`src/rtl/rc4_pkg.sv`:
```
// Shared types for the RC4 key-scheduling datapath.
package rc4_pkg;

    typedef logic [7:0] byte_t;

    typedef enum logic [3:0] {
        IDLE,
        RD_SI,
        WAIT_SI,
        LATCH_SI,
        RD_SJ,
        WAIT_SJ,
        LATCH_SJ,
        WR_SI,
        WR_SJ,
        INC,
        DONE
    } ksa_state_t;

    localparam int S_SIZE = 256;

endpackage

```
`src/rtl/rc4_key_byte_sel.sv`:
```
// Key byte selector: mod-KEY_BYTES index counter and key byte mux.
// Byte 0 is the most-significant byte of key.
module rc4_key_byte_sel
    import rc4_pkg::*;
#(
    parameter int KEY_BYTES = 3
) (
    input  logic                   clk,
    input  logic                   reset,
    input  logic                   clear,
    input  logic                   advance,
    input  logic [8*KEY_BYTES-1:0] key,
    output byte_t                  keybyte
);

    localparam int KW = (KEY_BYTES > 1) ? $clog2(KEY_BYTES) : 1;
    localparam logic [KW-1:0] LAST = KW'(KEY_BYTES - 1);

    logic [KW-1:0] r_kidx;

    always_ff @(posedge clk or negedge reset) begin
        if (!reset) begin
            r_kidx <= '0;
        end else if (clear) begin
            r_kidx <= '0;
        end else if (advance) begin
            r_kidx <= (r_kidx == LAST) ? '0 : r_kidx + 1'b1;
        end
    end

    assign keybyte = key[8*(KEY_BYTES-1-int'(r_kidx)) +: 8];

endmodule

```
`src/rtl/rc4_ksa_swap.sv`:
```
// RC4 KSA swap stage: permutes the identity-filled S-RAM using the key.
// Define RC4_KSA_SKIP_SELF_SWAP_EN to skip the sj read/writes when j == i.
module rc4_ksa_swap
    import rc4_pkg::*;
#(
    parameter int KEY_BYTES = 3
) (
    input  logic                   clk,
    input  logic                   reset,
    input  logic                   start,
    input  logic [8*KEY_BYTES-1:0] key,
    input  logic [7:0]             mem_rddata,
    output logic [7:0]             mem_address,
    output logic [7:0]             mem_wrdata,
    output logic                   mem_wren,
    output logic                   selector,
    output logic                   finish
);

    localparam byte_t LAST_I = byte_t'(S_SIZE - 1);

    ksa_state_t r_state;
    ksa_state_t w_next;
    byte_t      r_i;
    byte_t      r_j;
    byte_t      r_si;
    byte_t      r_sj;
    byte_t      w_keybyte;
    byte_t      w_jn;
    logic       w_clear;
    logic       w_adv;

    rc4_key_byte_sel #(
        .KEY_BYTES(KEY_BYTES)
    ) u_ksel (
        .clk    (clk),
        .reset  (reset),
        .clear  (w_clear),
        .advance(w_adv),
        .key    (key),
        .keybyte(w_keybyte)
    );

    assign w_jn = r_j + mem_rddata + w_keybyte;

    always_ff @(posedge clk or negedge reset) begin
        if (!reset) r_state <= IDLE;
        else        r_state <= w_next;
    end

    always_comb begin
        w_next      = r_state;
        mem_address = '0;
        mem_wrdata  = '0;
        mem_wren    = 1'b0;
        selector    = 1'b1;
        finish      = 1'b0;
        w_clear     = 1'b0;
        w_adv       = 1'b0;
        unique case (r_state)
            IDLE: begin
                selector = 1'b0;
                if (start) begin
                    w_clear = 1'b1;
                    w_next  = RD_SI;
                end
            end
            RD_SI: begin
                mem_address = r_i;
                w_next      = WAIT_SI;
            end
            WAIT_SI: begin
                mem_address = r_i;
                w_next      = LATCH_SI;
            end
            LATCH_SI: begin
                mem_address = r_i;
                w_next      = RD_SJ;
`ifdef RC4_KSA_SKIP_SELF_SWAP_EN
                if (w_jn == r_i) w_next = INC;
`endif
            end
            RD_SJ: begin
                mem_address = r_j;
                w_next      = WAIT_SJ;
            end
            WAIT_SJ: begin
                mem_address = r_j;
                w_next      = LATCH_SJ;
            end
            LATCH_SJ: begin
                mem_address = r_j;
                w_next      = WR_SI;
            end
            WR_SI: begin
                mem_address = r_i;
                mem_wrdata  = r_sj;
                mem_wren    = 1'b1;
                w_next      = WR_SJ;
            end
            WR_SJ: begin
                mem_address = r_j;
                mem_wrdata  = r_si;
                mem_wren    = 1'b1;
                w_next      = INC;
            end
            INC: begin
                if (r_i == LAST_I) begin
                    w_next = DONE;
                end else begin
                    w_adv  = 1'b1;
                    w_next = RD_SI;
                end
            end
            DONE: begin
                finish = 1'b1;
                w_next = IDLE;
            end
            default: w_next = IDLE;
        endcase
    end

    always_ff @(posedge clk or negedge reset) begin
        if (!reset) begin
            r_i  <= '0;
            r_j  <= '0;
            r_si <= '0;
            r_sj <= '0;
        end else begin
            unique case (r_state)
                IDLE: begin
                    if (start) begin
                        r_i <= '0;
                        r_j <= '0;
                    end
                end
                LATCH_SI: begin
                    r_si <= mem_rddata;
                    r_j  <= w_jn;
                end
                LATCH_SJ: r_sj <= mem_rddata;
                INC: begin
                    if (r_i != LAST_I) r_i <= r_i + 8'd1;
                end
                default: ;
            endcase
        end
    end

endmodule

```
`config.mk`:
```
export PLATFORM = sky130hd
export DESIGN_NAME = rc4_ksa_swap
export DESIGN_NICKNAME = d
export VERILOG_FILES = /design/src/rtl/rc4_pkg.sv /design/src/rtl/rc4_key_byte_sel.sv /design/src/rtl/rc4_ksa_swap.sv
export SDC_FILE = /design/constraint.sdc
export NUM_CORES = 1
export LEC_CHECK = 0
export ABC_AREA = 1
export CORE_AREA = 5 5 66 91
export CTS_CLUSTER_SIZE = 10
export DETAILED_ROUTE_END_ITERATION = 10
export DIE_AREA = 0 0 71 96
export PLACE_DENSITY_LB_ADDON = 0.1
export SLEW_MARGIN = 20
export SYNTH_ARGS = -nofsm -noshare
export SYNTH_HDL_FRONTEND = slang
export SYNTH_HIERARCHICAL = 1
export SYNTH_SLANG_ARGS = --single-unit
```
`constraint.sdc`:
```
create_clock -name clk -period 5.3 [get_ports clk]
set_input_delay 1.06 -clock clk [delete_from_list [all_inputs] [get_ports clk]]
set_output_delay 1.06 -clock clk [all_outputs]
set_load 0.01 [all_outputs]
```
==> results.md <==
- Die ar.: about 6800 sq um
- WP data required: 5.49 ns
- Multi-input logic area: 1440 sq um
- Tightest Pin Transition: around 0.86 ns
- RSZ-0062 raised after global routing: no
- Initial antenna violation count: 0
- Worst setup path endpoint: r_j[7]
- Die H: 96 um
- Ys Warns: 6
- Main flop type after synthesis: dfrtp_1
- Reg2reg setup slack: between 1.5 and 2 ns
- Clock skew: approximately 0.009 ns
- Clock Power Share: 0.094
- Status: completed
- HPWL Detailed: 5350 um
- Area delta synth->final: 23.6%
- Final WS setup: roughly 1.8 ns
- DRT Pass-1 Iters: 5
- Power density cells: 671 nW/um^2
- Arrival time worst endpoint: around 3.6 ns
- Hold_buf cts: 0
- FMAX: 290 MHz
- Longest Clk Path Bufs: 2
- CTS Buf Count: 5
- Max_cap viols: 0
- Count of pins over their slew limit: 0
- GR Util All Layers: 0.208
- Post-cts sizing count: 0
- Crit path cell chain: inv_4 > ha_1 > inv_2 > nor2_4 > nand2_1 > nand2_1 > nor2_1 > fa_1 > ha_1 > inv_1 > fa_1 > inv_1 > nand3_1 > nand3_1 > nand2_1 > nand3_1 > nand2_1
- Netlist Area Pre-Place: between 2000 and 3000 sq um
- WS Path Type: reg2reg
- Final nets: around 480
- First-pass GRT wire length: ~11,000 um
- Worst slack at placement: between 1.5 and 2 ns
- Source of the critical timing path: u_ksel/r_kidx[0]
- Final setup fails: 0
- Root Driver: clkbuf_8
- Vias: roughly 2.6k
- Std-Cell Core Area: a little over 5000 sq um
- HP Class: reg2reg
- Worst-Skew Late Latency: about 0.3 ns
- Total gr overflow: 0
- Post-synthesis net count: between 400 and 500
- Seq/Total Area, Yosys: 0.348
- Die X: 71 um
- Comb power frac: 0.673
- Internal power: approximately 1.1 mW
- Vias in the first global route: about 2.5k
- EDFF count, synth: 0
- Antenna-violating nets left: 0
- Cell mode on critical path: nand2_1
- Worst setup SP type: register
- DR WL/cell: between 10 and 15 um
- Vias per Instance: around 5.3
- # H-tree levels: 2
- Iteration-0 DRC Markers: approximately 180
- Clock Sink Count: 38
- Initial Utilization: 0.534
- DP Area: 3280 sq um
- Register area: between 900 and 1000 sq um
- Number of fill cells: about 460
- Number of I/O pins: between 50 and 60
- Core Rows: 31
- Slowest Stage Delay on Critical Path: 0.64 ns
- CTS tree: yes
- Design area: 3380 sq um
- Synth Area per Inst: roughly 7.4 sq um
- Drt total wl: between 6000 and 7000 um
- Seq cells post-synth: 38
- I/O Buffers: 53
- Final TNS setup: 0 ns
- Largest net degree at the start of global routing: 39
- Share of power burned in registers: 0.233
- Clock period minus worst slack: between 3 and 4 ns
- Switching part of the total: 0.505
- Clock transition at path regs: 0.08 ns
- Max Fanout on Critical Path: 11
- Reg-to-reg startpoint: u_ksel/r_kidx[0]
- Slowest CP cell: dfrtp_1
- Diode count: 0
- DRC Markers: 0
- Lkg Pwr: 1.71 nW
- Share of layout cells above drive strength 1: 0.0776
- Register-to-Register Path Depth: 17
- Sw power: between 1 and 1.5 mW
- Setup Buffers After CTS: 0
- Final period util: 0.651
- VDD IR max: a little under 500 uV
- Final hold viol count: 0
- Async set-reset flop share out of synthesis: 1.00
- Synth unique cells: 33
- Slew Limit Headroom: 0.428
- Crit path capture type: register
- Reg-to-Reg End: r_j[7]
- Synthesized netlist cell count: 371
- Routability congestion estimate: 0.908
-- logic make-up after synthesis --
logic type	synth area share
adder cells (fa/ha/maj)	0.104
AO/OA/AOI/OAI	0.149
flip-flops	0.348
XOR/XNOR	0.00961
AND/OR/NAND/NOR	0.263
buffers and inverters	0.127
-- flip-flops by register name, indices dropped and copies added, names as in the netlist --
name	count
r_i	8
r_j	8
r_si	8
r_sj	8
r_state	4
u_ksel/r_kidx	2
-- metrics by stage --
stage	hold slack, ns	util	power (mW)	std cells
final	0.495	0.660	2.27	491
after global routing	0.526	0.660	2.50	491
after CTS	0.496	0.660	2.27	491
after detailed placement	0.477	0.641	2.04	483
after global placement	0.467	0.641	1.99	483
after floorplan	0.453	-	1.66	371
-- synthesized netlist by cell type, types with 4 or more instances --
| cell | instances | area (sq um) |
|---|---|---|
| nand2_1 | 98 | 368 |
| inv_1 | 66 | 248 |
| dfrtp_1 | 38 | 951 |
| nand3_1 | 22 | 110 |
| nor2_1 | 21 | 78.8 |
| a21oi_1 | 18 | 90.1 |
| o21ai_1 | 17 | 85.1 |
| o21ai_0 | 15 | 75.1 |
| o22ai_1 | 11 | 68.8 |
| ha_1 | 10 | 125 |
| inv_2 | 9 | 33.8 |
| a32o_1 | 8 | 80.1 |
| fa_1 | 8 | 160 |
| nor2_4 | 4 | 45.0 |
-- layout by cell type (no fill, tap or decap) --
master / count
xnor2_1: 1
ha_1: 10
o21ai_0: 15
buf_2: 1
or2_1: 1
fa_1: 8
nand3_2: 2
clkinv_2: 1
clkbuf_8: 6
nand2_2: 2
inv_1: 66
nor3_1: 2
a21oi_2: 1
nor2_2: 1
inv_2: 9
or2_2: 2
a21oi_1: 18
clkinvlp_4: 1
xor2_1: 2
nor2_8: 1
o22ai_1: 11
nor3_4: 1
nand2_1: 98
nand3_1: 22
clkdlybuf4s50_1: 52
o21ai_1: 17
a32o_1: 8
nand4_1: 2
nor2_4: 4
nor2_1: 21
inv_4: 1
dfrtp_1: 38
-- worst max-delay path, delay by kind of cell, from the launching register on --
kind,cells,cell delay [ns]
adder cells (fa/ha/maj),4,1.61
AND/OR/NAND/NOR,9,0.72
buffers and inverters,4,0.39
flip-flops,1,0.64
-- worst min-delay path by stage --
stage	start	to	slack, ns	cells past startpoint
2_1_floorplan	r_si[0]	r_si[0]	0.45	2
3_3_place_gp	r_si[6]	r_si[6]	0.47	2
3_5_place_dp	r_si[1]	r_si[1]	0.48	2
4_1_cts	r_si[1]	r_si[1]	0.50	2
5_1_grt	r_sj[4]	r_sj[4]	0.53	2
6_report	r_si[5]	r_si[5]	0.50	2
-- power by group through the flow --
stage	sequential [mW]	clock (mW)	combinational (mW)
2_1_floorplan	0.496	0	1.17
3_3_place_gp	0.525	0	1.46
3_5_place_dp	0.532	0	1.51
4_1_cts	0.527	0.217	1.53
5_1_grt	0.543	0.232	1.73
6_report	0.528	0.213	1.53
-- layout make-up --
cell class | instances | share of cell area
clock buffer | 6 | 0.0244
clock inverter | 2 | 0.00370
inverter | 76 | 0.0852
multi-input combinational | 250 | 0.425
sequential | 38 | 0.281
tap | 66 | 0.0244
timing repair buffer | 53 | 0.155
-- layer usage --
metal  GRT usage  share of wire
met4      0.0831          0.025
met3      0.0355          0.045
met2       0.368           0.51
met1       0.251           0.42
met5           0              0
(Power assumes the default switching activity.)
